**src/rtl/instruction_fetch_queue.sv**
```systemverilog
// Front-end fetch unit: issues sequential word fetches, buffers the in-order
// responses in a small FIFO and presents the head entry to the decoder.
// Redirects flush the buffer; responses still in flight at a redirect are dropped.
module instruction_fetch_queue #(
    parameter int          DEPTH           = 4,
    parameter int          MAX_OUTSTANDING = 2,
    parameter logic [31:0] RESET_PC        = 32'h0000_0000
) (
    input  logic        clk,
    input  logic        rst,
    input  logic        redirect,
    input  logic [31:0] redirect_pc,
    output logic        mem_req,
    output logic [31:0] mem_addr,
    input  logic        mem_gnt,
    input  logic        mem_rvalid,
    input  logic [31:0] mem_rdata,
    input  logic        mem_err,
    output logic [31:0] instruction,
    output logic [31:0] inst_pc,
    output logic        n_irdy,
    input  logic        n_stall,
    output logic        fetch_fault
);
    localparam int AW = $clog2(DEPTH);
    localparam int CW = $clog2(DEPTH) + 1;
    localparam int DW = $clog2(MAX_OUTSTANDING) + 1;
    localparam int PW = (MAX_OUTSTANDING > 1) ? $clog2(MAX_OUTSTANDING) : 1;
    localparam logic [31:0] NOP = 32'h0000_0013;

    typedef enum logic {RUN, FAULT_WAIT} state_t;
    state_t state_reg, state_next;

    // Instruction buffer storage (head is read combinationally for zero-bubble issue)
    logic [31:0] inst_mem [DEPTH];
    logic [31:0] pc_mem   [DEPTH];
    logic        err_mem  [DEPTH];
    logic [AW-1:0] rd_ptr_reg, wr_ptr_reg;
    logic [CW-1:0] count_reg, outstanding_reg;
    logic [DW-1:0] discard_reg;
    logic [31:0]   pc_reg;

    // Addresses of granted, still-unanswered (non-stale) requests, oldest first
    logic [31:0]   req_pc_mem [MAX_OUTSTANDING];
    logic [PW-1:0] req_rd_reg, req_wr_reg;

    logic granted, push, pop, drop;

    function automatic logic [PW-1:0] req_next(input logic [PW-1:0] p);
        return (p == PW'(MAX_OUTSTANDING - 1)) ? '0 : p + 1'b1;
    endfunction

    // Request credit check, response classification and head presentation
    always_comb begin
        mem_req = !rst && (state_reg == RUN) && !redirect
                  && (({1'b0, count_reg} + {1'b0, outstanding_reg}) < (CW+1)'(DEPTH))
                  && (outstanding_reg < CW'(MAX_OUTSTANDING));
        mem_addr    = pc_reg;
        granted     = mem_req && mem_gnt;
        push        = mem_rvalid && (discard_reg == '0) && !redirect;
        drop        = mem_rvalid && (discard_reg != '0) && !redirect;
        n_irdy      = (count_reg == '0);
        pop         = !n_irdy && n_stall && !redirect;
        instruction = n_irdy ? NOP   : inst_mem[rd_ptr_reg];
        inst_pc     = n_irdy ? '0    : pc_mem[rd_ptr_reg];
        fetch_fault = n_irdy ? 1'b0  : err_mem[rd_ptr_reg];
    end

    // Buffer payload write: instruction word with the PC of its request
    always_ff @(posedge clk) begin
        if (push) begin
            inst_mem[wr_ptr_reg] <= mem_rdata;
            pc_mem[wr_ptr_reg]   <= req_pc_mem[req_rd_reg];
            err_mem[wr_ptr_reg]  <= mem_err;
        end
    end

    // Remember the address of every granted request until its response arrives
    always_ff @(posedge clk) begin
        if (granted) begin
            req_pc_mem[req_wr_reg] <= pc_reg;
        end
    end

    // Pointers, occupancy, in-flight accounting and fetch PC
    always_ff @(posedge clk) begin
        if (rst) begin
            rd_ptr_reg      <= '0;
            wr_ptr_reg      <= '0;
            count_reg       <= '0;
            outstanding_reg <= '0;
            discard_reg     <= '0;
            req_rd_reg      <= '0;
            req_wr_reg      <= '0;
            pc_reg          <= RESET_PC;
        end else begin
            outstanding_reg <= outstanding_reg + CW'(granted) - CW'(mem_rvalid);
            if (redirect) begin
                // Everything still in flight after this edge is stale, so the
                // discard count becomes the post-edge outstanding count. This also
                // covers back-to-back redirects without counting a request twice.
                rd_ptr_reg  <= '0;
                wr_ptr_reg  <= '0;
                count_reg   <= '0;
                req_rd_reg  <= '0;
                req_wr_reg  <= '0;
                discard_reg <= DW'(outstanding_reg + CW'(granted) - CW'(mem_rvalid));
                pc_reg      <= redirect_pc & ~32'd3;
            end else begin
                if (push) begin
                    wr_ptr_reg <= wr_ptr_reg + 1'b1;
                    req_rd_reg <= req_next(req_rd_reg);
                end
                if (pop) begin
                    rd_ptr_reg <= rd_ptr_reg + 1'b1;
                end
                count_reg <= count_reg + CW'(push) - CW'(pop);
                if (granted) begin
                    pc_reg     <= pc_reg + 32'd4;
                    req_wr_reg <= req_next(req_wr_reg);
                end
                if (drop) begin
                    discard_reg <= discard_reg - 1'b1;
                end
            end
        end
    end

    // Fetch state register
    always_ff @(posedge clk) begin
        if (rst) begin
            state_reg <= RUN;
        end else begin
            state_reg <= state_next;
        end
    end

    // Stop fetching after a faulted fetch is buffered; resume only on redirect
    always_comb begin
        state_next = state_reg;
        case (state_reg)
            RUN:        if (push && mem_err) state_next = FAULT_WAIT;
            FAULT_WAIT: if (redirect)        state_next = RUN;
            default:    state_next = RUN;
        endcase
    end

    // A response with nothing in flight means the memory broke the protocol
    assert property (@(posedge clk) disable iff (rst) !(mem_rvalid && outstanding_reg == '0));

endmodule

```
**config.mk**
```make
export PLATFORM = sky130hd
export DESIGN_NAME = instruction_fetch_queue
export DESIGN_NICKNAME = d
export VERILOG_FILES = /design/src/rtl/instruction_fetch_queue.sv
export SDC_FILE = /design/constraint.sdc
export NUM_CORES = 1
export LEC_CHECK = 0
export ABC_AREA = 1
export CAP_MARGIN = 20
export CORE_MARGIN = 2
export CORE_UTILIZATION = 50
export DETAILED_ROUTE_END_ITERATION = 8
export GPL_TIMING_DRIVEN = 0
export PLACE_DENSITY = 0.78
export SETUP_SLACK_MARGIN = 0.5
export SLEW_MARGIN = 20
export SYNTH_ARGS = -nofsm -noshare
export SYNTH_HDL_FRONTEND = slang
export SYNTH_SLANG_ARGS = --single-unit
```
**constraint.sdc**
```tcl
create_clock -name clk -period 6.1 [get_ports clk]
set_input_delay 1.22 -clock clk [delete_from_list [all_inputs] [get_ports clk]]
set_output_delay 1.22 -clock clk [all_outputs]
set_load 0.02 [all_outputs]
```
==> metrics.txt, run 1 <==
# TYPE chip_impl_metric gauge
chip_impl_metric{name="timing.final.crit_share",unit="%"} 71.1
chip_impl_metric{name="synth.avg_cell_area",unit="sq um"} 11.0
chip_impl_info{name="worst_path_most_repeated_cell",value="sky130_fd_sc_hd__buf_2"} 1
chip_impl_metric{name="timing.hold.ws",unit="ns"} 0.472
chip_impl_metric{name="synth.lib_cells_used.distinct",unit=""} 34
chip_impl_metric{name="firstDrtPassIters",unit=""} 5
chip_impl_metric{name="synth-seq-area-share",unit="%"} 68.5
chip_impl_metric{name="design.die.area",unit="sq um"} 31600
chip_impl_metric{name="n_antenna_cell",unit=""} 0
chip_impl_metric{name="post_detailed_route_wirelength_per_cell",unit="um"} 17.7
chip_impl_metric{name="ctsResizeCount",unit=""} 0
chip_impl_metric{name="critical_path.max_fanout",unit=""} 10
chip_impl_info{name="rsz_0062_raised_after_global_routing",value="false"} 1
chip_impl_metric{name="synth_mux_area_share",unit="%"} 2.24
chip_impl_metric{name="wl_met3",unit="um"} 2400
chip_impl_info{name="ys_dominant_reg_cell",value="sky130_fd_sc_hd__edfxtp_1"} 1
chip_impl_metric{name="finClkSkew",unit="ns"} 0.0254
chip_impl_metric{name="timing.critical_path.arrival",unit="ns"} 3.11
chip_impl_metric{name="cp_data_required_time",unit="ns"} 4.88
chip_impl_metric{name="post-route-drc-count",unit=""} 0
chip_impl_metric{name="largest_register_ff_count",unit=""} 128
chip_impl_info{name="outcome",value="finished, final reports clean"} 1
chip_impl_metric{name="finalNetCount",unit=""} 1672
chip_impl_metric{name="clock_latency",unit="ns"} 0.53
chip_impl_metric{name="cts-buffers-inserted",unit=""} 36
chip_impl_metric{name="globalRouteOverflowTotal",unit=""} 0
chip_impl_info{name="most-common-layout-cells",value="313 x sky130_fd_sc_hd__nor2_1, 312 x sky130_fd_sc_hd__edfxtp_1, 178 x sky130_fd_sc_hd__nand2_1"} 1
chip_impl_info{name="synth_top_area_cell",value="sky130_fd_sc_hd__edfxtp_1"} 1
chip_impl_info{name="synth_top_cells_by_area",value="sky130_fd_sc_hd__edfxtp_1 62%, sky130_fd_sc_hd__nor2_1 7.9%, sky130_fd_sc_hd__dfxtp_1 6.4%, sky130_fd_sc_hd__o21ai_0 4.5%, sky130_fd_sc_hd__nand2_1 4.4%"} 1
chip_impl_metric{name="timing.max_slew.rel_slack",unit="%"} 33.8
chip_impl_info{name="largest_registers",value="inst_mem: 128 flops, pc_mem: 120 flops, req_pc_mem: 60 flops"} 1
chip_impl_metric{name="clk_path_buf_depth",unit=""} 3
chip_impl_metric{name="grt.total_usage",unit="%"} 22.6
chip_impl_metric{name="actual_transition_at_the_worst_max_transition_pin",unit="ns"} 0.988
chip_impl_info{name="worst-setup-path-type",value="reg2out"} 1
chip_impl_metric{name="drive_gt1_share",unit="%"} 8.50
chip_impl_info{name="clock_tree.root_cell",value="sky130_fd_sc_hd__clkbuf_16"} 1
chip_impl_metric{name="finalMaxSlewViolations",unit=""} 0
chip_impl_info{name="synth_top_family_by_area",value="simple AND/OR/NAND/NOR gates"} 1
chip_impl_metric{name="grt_max_degree",unit=""} 24
chip_impl_metric{name="dp_hpwl",unit="um"} 23900
chip_impl_metric{name="areaGrowthSynthToFinish",unit="%"} 23.7
chip_impl_metric{name="place.detailed.instances",unit=""} 1938
chip_impl_metric{name="post_synth_fa_ha_maj_area_fraction",unit="%"} 1.34
chip_impl_metric{name="starting_utilization_of_the_core_area",unit="%"} 50.9
chip_impl_metric{name="worst_ir_drop_vdd",unit="uV"} 177
chip_impl_info{name="hold_path_class",value="reg2reg"} 1
chip_impl_metric{name="cts.hold.buffers_added",unit=""} 0
chip_impl_metric{name="synth.ff_latch_count",unit=""} 360
chip_impl_metric{name="fin_cells",unit=""} 2002
chip_impl_metric{name="core_area",unit="sq um"} 29600
chip_impl_metric{name="p_leak",unit="nW"} 6.51
chip_impl_metric{name="antenna_found_initial",unit=""} 0
chip_impl_metric{name="cellPowerDensity",unit="nW/um^2"} 287
chip_impl_metric{name="count_of_endpoints_failing_hold_in_the_final_timing_report",unit=""} 0
chip_impl_metric{name="layout_setup_ws",unit="ns"} 1.77
chip_impl_metric{name="placement_rows",unit=""} 63
chip_impl_metric{name="detailroute.wirelength.met2",unit="um"} 17100
chip_impl_metric{name="synth.cell_area",unit="sq um"} 15100
chip_impl_info{name="most_common_cell_after_layout_fill_and_taps_aside",value="sky130_fd_sc_hd__nor2_1"} 1
chip_impl_metric{name="ant_nets",unit=""} 0
chip_impl_metric{name="synth-xor-area-share",unit="%"} 0.465
chip_impl_metric{name="cp_slowest_stage_delay",unit="ns"} 0.67
chip_impl_metric{name="port_buffer_count",unit=""} 162
chip_impl_metric{name="finalWorstPathRequiredPeriod",unit="ns"} 4.33
chip_impl_metric{name="grt_first_pass_wirelength",unit="um"} 55100
chip_impl_metric{name="dieWidth",unit="um"} 178
chip_impl_metric{name="setup_viol",unit=""} 0
chip_impl_metric{name="globalplace.congestion",unit=""} 0.887
chip_impl_metric{name="synth_simple_gate_area_share",unit="%"} 15.0
chip_impl_metric{name="finish.utilization",unit="%"} 62.9
chip_impl_info{name="critPathLaunchType",value="flip-flop"} 1
chip_impl_metric{name="synth_largest_type_area_fraction",unit="%"} 62.2
chip_impl_metric{name="detail_route.wirelength.met1",unit="um"} 15000
chip_impl_info{name="timing.critical_path.slowest_stage_cell",value="sky130_fd_sc_hd__clkdlybuf4s50_1"} 1
chip_impl_info{name="largest_register",value="inst_mem"} 1
chip_impl_metric{name="first_global_vias",unit=""} 10600
chip_impl_metric{name="detail_route.wirelength",unit="um"} 35500
chip_impl_metric{name="synth-compound-area-share",unit="%"} 8.27
chip_impl_info{name="critPathCaptureType",value="output pin"} 1
chip_impl_metric{name="htree_num_levels",unit=""} 2
chip_impl_metric{name="max_clock_freq",unit="GHz"} 0.231
chip_impl_metric{name="cts_num_sinks",unit=""} 360
chip_impl_info{name="critical_path.cell_chain",value="buf_2 > inv_2 > buf_2 > clkbuf_1 > o21ai_0 > a21oi_1 > clkdlybuf4s50_1"} 1
chip_impl_metric{name="synth_edf_count",unit=""} 312
chip_impl_metric{name="cts_setup_buffers",unit=""} 0
chip_impl_metric{name="synth_async_sr_flop_share",unit="%"} 0
chip_impl_info{name="highest_routing_layer_actually_used",value="met4"} 1
chip_impl_metric{name="yosysWarningCount",unit=""} 0
chip_impl_metric{name="floorplan.io_pins",unit=""} 170
chip_impl_metric{name="clkTransAtPathRegs",unit="ns"} 0.06
chip_impl_metric{name="vias",unit=""} 10800
chip_impl_metric{name="max-cap-violations",unit=""} 0
chip_impl_metric{name="via_per_inst",unit=""} 5.39
chip_impl_metric{name="drt-initial-drc-count",unit=""} 1095
chip_impl_info{name="tritoncts",value="done"} 1
chip_impl_metric{name="die-height",unit="um"} 178
chip_impl_metric{name="place_ws",unit="ns"} 2.00
chip_impl_metric{name="netlist_instances",unit=""} 1370
[synth_stat cells (all sizes together), types with 2 or more instances]
| master | n |
|---|---|
| buf | 30 |
| inv | 83 |
| o311ai | 3 |
| edfxtp | 312 |
| nor2 | 327 |
| xnor2 | 4 |
| a21oi | 96 |
| clkbuf | 37 |
| nand2 | 178 |
| o21ai | 137 |
| fa | 2 |
| ha | 13 |
| a31oi | 2 |
| or2 | 2 |
| xor2 | 4 |
| dfxtp | 48 |
| nand3 | 55 |
| o21bai | 2 |
| mux2 | 30 |
[power by group]
group | internal [mW] | switching [mW]
sequential | 2.77 | 0.0541
combinational | 0.213 | 0.291
clock | 1.16 | 0.873
total | 4.14 | 1.22
[worst max-delay path, delay by kind of cell, from the launching register on]
family | cells | cell delay [ns]
compound gates | 2 | 0.47
flops | 1 | 0.31
buf+inv | 5 | 1.81
[kinds of logic after synthesis]
kind of cell / count (synthesis)
AO/OA/AOI/OAI: 241
flip-flops: 360
other: 1
buffers and inverters: 150
multiplexers: 30
AND/OR/NAND/NOR: 565
XOR/XNOR: 8
adder cells (fa/ha/maj): 15
[area by class of cell]
cell class | instances | area (sq um)
multi-input cells | 863 | 4170
inverters | 83 | 314
fillers | 2267 | 11000
flip-flops and latches | 360 | 10300
repair buffers | 175 | 1940
plain buffers | 67 | 313
clock buffers | 47 | 1000
well taps | 390 | 488
clock inverters | 17 | 81.3
[layer usage]
metal / vias to the layer above / GRT usage (%)
met3: 71 / 3.17
met4: 0 / 7.07
met1: 5117 / 30.3
met5: - / 0
li1: 5131 / -
met2: 466 / 38.2
[worst paths after layout]
kind | from | endpoint | slack (ns) | depth (start not counted)
hold reg to reg | rd_ptr_reg[1]$_SDFFE_PP0P_ | rd_ptr_reg[1]$_SDFFE_PP0P_ | 0.47 | 2
setup reg to reg | count_reg[2]$_SDFF_PP0_ | discard_reg[1]$_SDFFE_PP0P_ | 3.20 | 14
setup / recovery | flip-flop | inst_pc[14] | 1.77 | 7
hold / removal | rd_ptr_reg[1]$_SDFFE_PP0P_ | rd_ptr_reg[1]$_SDFFE_PP0P_ | 0.47 | 2
[metrics by stage]
step / instance area (sq um) / TNS (ns) / total power [mW]
4_1_cts: 18600 / 0 / 5.38
2_1_floorplan: 15100 / 0 / 3.14
3_3_place_gp: 17200 / -278.25 / 3.34
3_5_place_dp: 17600 / 0 / 3.37
5_1_grt: 18600 / 0 / 5.54
6_report: 18600 / 0 / 5.36
No activity file was read; power rests on OpenSTA's default activity.
==> run 2, diff against run 1 <==
==> constraint.sdc (replaced) <==
create_clock -name clk -period 4.2 [get_ports clk]
set_input_delay 0.84 -clock clk [delete_from_list [all_inputs] [get_ports clk]]
set_output_delay 0.84 -clock clk [all_outputs]
set_load 0.02 [all_outputs]
==> metrics.txt, run 2 (synthesis gave the netlist of run 1 again) <==
# TYPE chip_impl_metric gauge
chip_impl_metric{name="post-route-drc-count",unit=""} 0
chip_impl_info{name="hold_path_class",value="reg2reg"} 1
chip_impl_metric{name="timing.critical_path.arrival",unit="ns"} 2.78
chip_impl_metric{name="cts.hold.buffers_added",unit=""} 0
chip_impl_metric{name="clock_latency",unit="ns"} 0.53
chip_impl_metric{name="dp_hpwl",unit="um"} 23900
chip_impl_metric{name="port_buffer_count",unit=""} 162
chip_impl_metric{name="n_antenna_cell",unit=""} 0
chip_impl_metric{name="finalMaxSlewViolations",unit=""} 0
chip_impl_metric{name="fillerInstances",unit=""} 2260
chip_impl_info{name="worst-setup-path-type",value="reg2out"} 1
chip_impl_info{name="rsz_0062_raised_after_global_routing",value="true"} 1
chip_impl_metric{name="max_clock_freq",unit="GHz"} 0.276
chip_impl_metric{name="totalPowerFinal",unit="mW"} 7.77
chip_impl_metric{name="p_leak",unit="nW"} 6.66
chip_impl_metric{name="cellPowerDensity",unit="nW/um^2"} 416
chip_impl_metric{name="die-height",unit="um"} 178
chip_impl_metric{name="finalNetCount",unit=""} 1672
chip_impl_metric{name="finalWorstPathRequiredPeriod",unit="ns"} 3.62
chip_impl_metric{name="floorplan.io_pins",unit=""} 170
chip_impl_metric{name="drive_gt1_share",unit="%"} 9.06
chip_impl_info{name="tritoncts",value="done"} 1
chip_impl_metric{name="grt.total_usage",unit="%"} 22.6
chip_impl_info{name="largest_registers",value="inst_mem: 128 flops, pc_mem: 120 flops, req_pc_mem: 60 flops"} 1
chip_impl_info{name="most-common-layout-cells",value="313 x sky130_fd_sc_hd__nor2_1, 312 x sky130_fd_sc_hd__edfxtp_1, 178 x sky130_fd_sc_hd__nand2_1"} 1
chip_impl_metric{name="post_detailed_route_wirelength_per_cell",unit="um"} 17.8
chip_impl_metric{name="htree_num_levels",unit=""} 2
chip_impl_metric{name="placement_rows",unit=""} 63
chip_impl_metric{name="grt_first_pass_wirelength",unit="um"} 55200
chip_impl_metric{name="clk_path_buf_depth",unit=""} 3
chip_impl_metric{name="worst_ir_drop_vdd",unit="uV"} 257
chip_impl_metric{name="areaGrowthSynthToFinish",unit="%"} 23.9
chip_impl_metric{name="setup_viol",unit=""} 0
chip_impl_info{name="critPathLaunchType",value="flip-flop"} 1
chip_impl_metric{name="detail_route.wirelength",unit="um"} 35500
chip_impl_metric{name="design.die.area",unit="sq um"} 31600
chip_impl_info{name="clock_tree.root_cell",value="sky130_fd_sc_hd__clkbuf_16"} 1
chip_impl_metric{name="actual_transition_at_the_worst_max_transition_pin",unit="ns"} 0.806
chip_impl_metric{name="via_per_inst",unit=""} 5.38
chip_impl_metric{name="drt-initial-drc-count",unit=""} 1031
chip_impl_metric{name="timing.max_slew.rel_slack",unit="%"} 46.2
chip_impl_metric{name="multi_input_combinational_cell_area",unit="sq um"} 4180
chip_impl_metric{name="first_global_vias",unit=""} 10600
chip_impl_metric{name="dieWidth",unit="um"} 178
chip_impl_metric{name="antenna_found_initial",unit=""} 0
chip_impl_metric{name="cp_data_required_time",unit="ns"} 3.36
chip_impl_metric{name="cts-buffers-inserted",unit=""} 36
chip_impl_metric{name="cts_num_sinks",unit=""} 360
chip_impl_metric{name="critical_path.max_fanout",unit=""} 10
chip_impl_metric{name="core_area",unit="sq um"} 29600
chip_impl_metric{name="globalplace.congestion",unit=""} 0.887
chip_impl_metric{name="finClkSkew",unit="ns"} 0.0241
chip_impl_info{name="critPathCaptureType",value="output pin"} 1
chip_impl_metric{name="firstDrtPassIters",unit=""} 5
chip_impl_metric{name="starting_utilization_of_the_core_area",unit="%"} 50.9
chip_impl_metric{name="vias",unit=""} 10800
chip_impl_info{name="most_common_cell_after_layout_fill_and_taps_aside",value="sky130_fd_sc_hd__nor2_1"} 1
chip_impl_metric{name="largest_register_ff_count",unit=""} 128
chip_impl_metric{name="ant_nets",unit=""} 0
chip_impl_metric{name="max-cap-violations",unit=""} 0
chip_impl_metric{name="timing.final.crit_share",unit="%"} 86.2
chip_impl_info{name="outcome",value="finished, final reports clean"} 1
chip_impl_metric{name="setup_total_negative_slack",unit="ns"} 0
chip_impl_metric{name="globalRouteOverflowTotal",unit=""} 0
chip_impl_metric{name="count_of_endpoints_failing_hold_in_the_final_timing_report",unit=""} 0
chip_impl_info{name="largest_register",value="inst_mem"} 1
chip_impl_metric{name="regArea",unit="sq um"} 10300
chip_impl_metric{name="clkTransAtPathRegs",unit="ns"} 0.06
chip_impl_metric{name="grt_max_degree",unit=""} 24
## run 2: critical path, cell delays in order, from the launching register on
cell	delay, ns
sky130_fd_sc_hd__dfxtp_1	0.31
sky130_fd_sc_hd__clkbuf_4	0.22
sky130_fd_sc_hd__inv_2	0.20
sky130_fd_sc_hd__clkbuf_4	0.26
sky130_fd_sc_hd__clkbuf_2	0.24
sky130_fd_sc_hd__o21ai_0	0.15
sky130_fd_sc_hd__a21oi_1	0.23
sky130_fd_sc_hd__clkdlybuf4s50_1	0.65
## run 2: what timing repair did
action	in CTS	in global routing
cloned	0	0
gates resized for setup	14	17
endpoints found under the setup margin	43	38
setup buffers	0	0
## run 2: path summary, 6_finish.rpt
| path | endpoint | slack, ns | cells past startpoint | startpoint |
|---|---|---|---|---|
| setup / recovery | inst_pc[25] | 0.58 | 7 | flip-flop |
| hold / removal | rd_ptr_reg[1]$_SDFFE_PP0P_ | 0.47 | 2 | rd_ptr_reg[1]$_SDFFE_PP0P_ |
| setup reg to reg | discard_reg[1]$_SDFFE_PP0P_ | 1.27 | 14 | count_reg[2]$_SDFF_PP0_ |
| hold reg to reg | rd_ptr_reg[1]$_SDFFE_PP0P_ | 0.47 | 2 | rd_ptr_reg[1]$_SDFFE_PP0P_ |
## run 2: final cells by class
type | count | area share [%]
Buffer | 67 | 1.82
Clock buffer | 47 | 5.37
Clock inverter | 17 | 0.435
Inverter | 83 | 1.68
Multi-Input combinational cell | 863 | 22.4
Sequential cell | 360 | 55.3
Tap cell | 390 | 2.61
Timing Repair Buffer | 175 | 10.4
## run 2: metal layers
| layer | track usage, % | routed length, um | vias up |
|---|---|---|---|
| met5 | 0 | 0 | - |
| met4 | 7.10 | 952 | 0 |
| met3 | 3.17 | 2580 | 65 |
| met2 | 38.2 | 17300 | 493 |
| met1 | 30.3 | 14700 | 5085 |
| li1 | - | - | 5120 |
## run 2: power by group
| part | switching (mW) | internal (mW) | total [mW] | leakage, nW |
|---|---|---|---|---|
| sequential | 0.0791 | 4.02 | 4.10 | 3.23 |
| combinational | 0.422 | 0.307 | 0.729 | 2.90 |
| clock | 1.26 | 1.68 | 2.94 | 0.530 |
## run 2: metrics by stage
stage          instance area (sq um)  instances  utilization (%)  setup slack [ns]  hold WS [ns]
6_report                       18700       2002             63.0             0.580         0.471
5_1_grt                        18700       2002             63.0             0.447         0.519
4_1_cts                        18700       2002             62.9             0.504         0.471
3_5_place_dp                   17600       1938             59.2             0.484         0.462
3_3_place_gp                   17200       1925             58.0             -2.66         0.455
2_1_floorplan                  15100       1373                -            -0.183         0.436
==> run 3, diff against run 2 <==
--- a/config.mk
+++ b/config.mk
@@ -6,7 +6,7 @@
 export NUM_CORES = 1
 export LEC_CHECK = 0
 export ABC_AREA = 1
-export CAP_MARGIN = 20
+export CAP_MARGIN = 30
 export CORE_MARGIN = 2
 export CORE_UTILIZATION = 50
 export DETAILED_ROUTE_END_ITERATION = 8
==> metrics.txt, run 3 (synthesis gave the netlist of run 1 again) <==
# TYPE chip_impl_metric gauge
chip_impl_metric{name="clkTransAtPathRegs",unit="ns"} 0.06
chip_impl_metric{name="max_clock_freq",unit="GHz"} 0.270
chip_impl_metric{name="detail_route.wirelength",unit="um"} 35900
chip_impl_metric{name="cts_num_sinks",unit=""} 360
chip_impl_info{name="busiest_layer",value="met2"} 1
chip_impl_metric{name="post-route-drc-count",unit=""} 0
chip_impl_metric{name="cp_slowest_stage_delay",unit="ns"} 0.66
chip_impl_metric{name="cellPowerDensity",unit="nW/um^2"} 435
chip_impl_metric{name="globalplace.congestion",unit=""} 0.887
chip_impl_metric{name="placement_rows",unit=""} 63
chip_impl_metric{name="grtUsageMet1",unit="%"} 30.5
chip_impl_metric{name="ant_nets",unit=""} 0
chip_impl_info{name="most-common-layout-cells",value="313 x sky130_fd_sc_hd__nor2_1, 312 x sky130_fd_sc_hd__edfxtp_1, 178 x sky130_fd_sc_hd__nand2_1"} 1
chip_impl_metric{name="finClkSkew",unit="ns"} 0.0124
chip_impl_info{name="path_delay_family",value="buffers and inverters"} 1
chip_impl_metric{name="firstDrtPassIters",unit=""} 5
chip_impl_metric{name="cts-buffers-inserted",unit=""} 37
chip_impl_metric{name="clk_path_buf_depth",unit=""} 3
chip_impl_info{name="outcome",value="finished, final reports clean"} 1
chip_impl_metric{name="crit_buf_inv",unit=""} 4
chip_impl_metric{name="worst_ir_drop_vdd",unit="uV"} 275
chip_impl_metric{name="areaGrowthSynthToFinish",unit="%"} 25.1
chip_impl_info{name="tritoncts",value="done"} 1
chip_impl_metric{name="antenna_found_initial",unit=""} 0
chip_impl_metric{name="max-cap-violations",unit=""} 0
chip_impl_metric{name="met2_grt_util",unit="%"} 39.0
chip_impl_info{name="largest_register",value="inst_mem"} 1
chip_impl_metric{name="via_per_inst",unit=""} 5.39
chip_impl_metric{name="finish.utilization",unit="%"} 63.6
chip_impl_metric{name="dieWidth",unit="um"} 178
chip_impl_metric{name="dp_hpwl",unit="um"} 23900
chip_impl_metric{name="fillerInstances",unit=""} 2241
chip_impl_metric{name="timing.critical_path.arrival",unit="ns"} 2.86
chip_impl_metric{name="finalWorstPathRequiredPeriod",unit="ns"} 3.70
chip_impl_metric{name="place_ws",unit="ns"} 0.481
chip_impl_metric{name="regArea",unit="sq um"} 10300
chip_impl_metric{name="starting_utilization_of_the_core_area",unit="%"} 50.9
chip_impl_metric{name="cts.hold.buffers_added",unit=""} 0
chip_impl_info{name="rsz_0062_raised_after_global_routing",value="true"} 1
chip_impl_metric{name="grt.total_usage",unit="%"} 23.0
chip_impl_info{name="timing.critical_path.slowest_stage_cell",value="sky130_fd_sc_hd__clkdlybuf4s50_1"} 1
chip_impl_metric{name="largest_register_ff_count",unit=""} 128
chip_impl_metric{name="grt_max_degree",unit=""} 24
chip_impl_metric{name="timing.max_slew.rel_slack",unit="%"} 47.4
chip_impl_info{name="critPathLaunchType",value="flip-flop"} 1
chip_impl_metric{name="floorplan.io_pins",unit=""} 170
chip_impl_metric{name="actual_transition_at_the_worst_max_transition_pin",unit="ns"} 0.787
chip_impl_metric{name="layout_setup_ws",unit="ns"} 0.498
chip_impl_metric{name="count_of_endpoints_failing_hold_in_the_final_timing_report",unit=""} 0
chip_impl_info{name="most_common_cell_after_layout_fill_and_taps_aside",value="sky130_fd_sc_hd__nor2_1"} 1
chip_impl_metric{name="cp_data_required_time",unit="ns"} 3.36
chip_impl_metric{name="critical_path.max_fanout",unit=""} 10
chip_impl_info{name="clock_tree.root_cell",value="sky130_fd_sc_hd__clkbuf_16"} 1
chip_impl_metric{name="p_leak",unit="nW"} 6.77
chip_impl_metric{name="grt_first_pass_wirelength",unit="um"} 55700
chip_impl_metric{name="drive_gt1_share",unit="%"} 9.78
chip_impl_metric{name="ctsResizeCount",unit=""} 17
chip_impl_metric{name="totalPowerFinal",unit="mW"} 8.20
chip_impl_metric{name="post_detailed_route_wirelength_per_cell",unit="um"} 17.9
chip_impl_metric{name="port_buffer_count",unit=""} 162
chip_impl_metric{name="globalRouteMet3Util",unit="%"} 3.11
chip_impl_metric{name="die-height",unit="um"} 178
chip_impl_metric{name="vias",unit=""} 10800
chip_impl_info{name="largest_registers",value="inst_mem: 128 flops, pc_mem: 120 flops, req_pc_mem: 60 flops"} 1
chip_impl_metric{name="finalNetCount",unit=""} 1673
chip_impl_metric{name="globalRouteOverflowTotal",unit=""} 0
chip_impl_metric{name="finalMaxSlewViolations",unit=""} 0
chip_impl_metric{name="core_area",unit="sq um"} 29600
chip_impl_info{name="critical_path.cell_chain",value="buf_2 > inv_2 > clkbuf_1 > nor2_1 > o21ai_0 > a21oi_1 > clkdlybuf4s50_1"} 1
chip_impl_metric{name="multi_input_combinational_cell_area",unit="sq um"} 4180
chip_impl_metric{name="clock_latency",unit="ns"} 0.52
chip_impl_metric{name="n_antenna_cell",unit=""} 0
chip_impl_info{name="worst-setup-path-type",value="reg2out"} 1
chip_impl_metric{name="drt-initial-drc-count",unit=""} 1057
chip_impl_metric{name="cts_setup_buffers",unit=""} 0
chip_impl_metric{name="timing.final.crit_share",unit="%"} 88.1
chip_impl_metric{name="htree_num_levels",unit=""} 2
chip_impl_info{name="hold_path_class",value="reg2reg"} 1
chip_impl_metric{name="design.die.area",unit="sq um"} 31600
chip_impl_info{name="critPathCaptureType",value="output pin"} 1
chip_impl_metric{name="setup_viol",unit=""} 0
chip_impl_metric{name="first_global_vias",unit=""} 10600
==> run 3: layout make-up <==
class | instances | area share, %
Buffer | 67 | 1.80
Clock buffer | 49 | 5.53
Clock inverter | 19 | 1.19
Inverter | 83 | 1.67
Multi-Input combinational cell | 863 | 22.2
Sequential cell | 360 | 54.8
Tap cell | 390 | 2.59
Timing Repair Buffer | 175 | 10.3
==> run 3: per-layer routing <==
layer	vias to the layer above	wire (um)
met4	0	985
li1	5123	-
met3	72	2620
met5	-	0
met1	5080	14700
met2	528	17700
==> run 3: through the flow <==
stage	TNS [ns]	hold WS [ns]	std cells	area [sq um]
after floorplan	-46.12	0.436	1373	15100
after global placement	-678.88	0.455	1925	17200
after global routing	0	0.519	2006	18900
final	0	0.480	2006	18900
after CTS	0	0.477	2006	18800
after detailed placement	0	0.467	1938	17600
==> run 3: power breakdown <==
part | internal (mW) | switching [mW] | leakage [nW]
combinational | 0.307 | 0.424 | 2.92
sequential | 4.02 | 0.0788 | 3.23
clock | 2.06 | 1.31 | 0.613
total | 6.39 | 1.82 | 6.77
==> run 3: path summary, 6_finish.rpt <==
kind | start | end | slack (ns) | cells after the start
max | flip-flop | inst_pc[25] | 0.50 | 7
min | rd_ptr_reg[1]$_SDFFE_PP0P_ | flip-flop | 0.48 | 2
max reg2reg | count_reg[2]$_SDFF_PP0_ | discard_reg[1]$_SDFFE_PP0P_ | 1.28 | 14
min reg2reg | rd_ptr_reg[1]$_SDFFE_PP0P_ | flip-flop | 0.48 | 2
==> run 3: worst register-to-register path: cells and delay by family, from the launching register on <==
kind	cells	cell delay, ns
adder cells (fa/ha/maj)	4	1.11
buffers and inverters	4	0.43
AO/OA/AOI/OAI	1	0.16
AND/OR/NAND/NOR	5	0.73
flip-flops	1	0.42
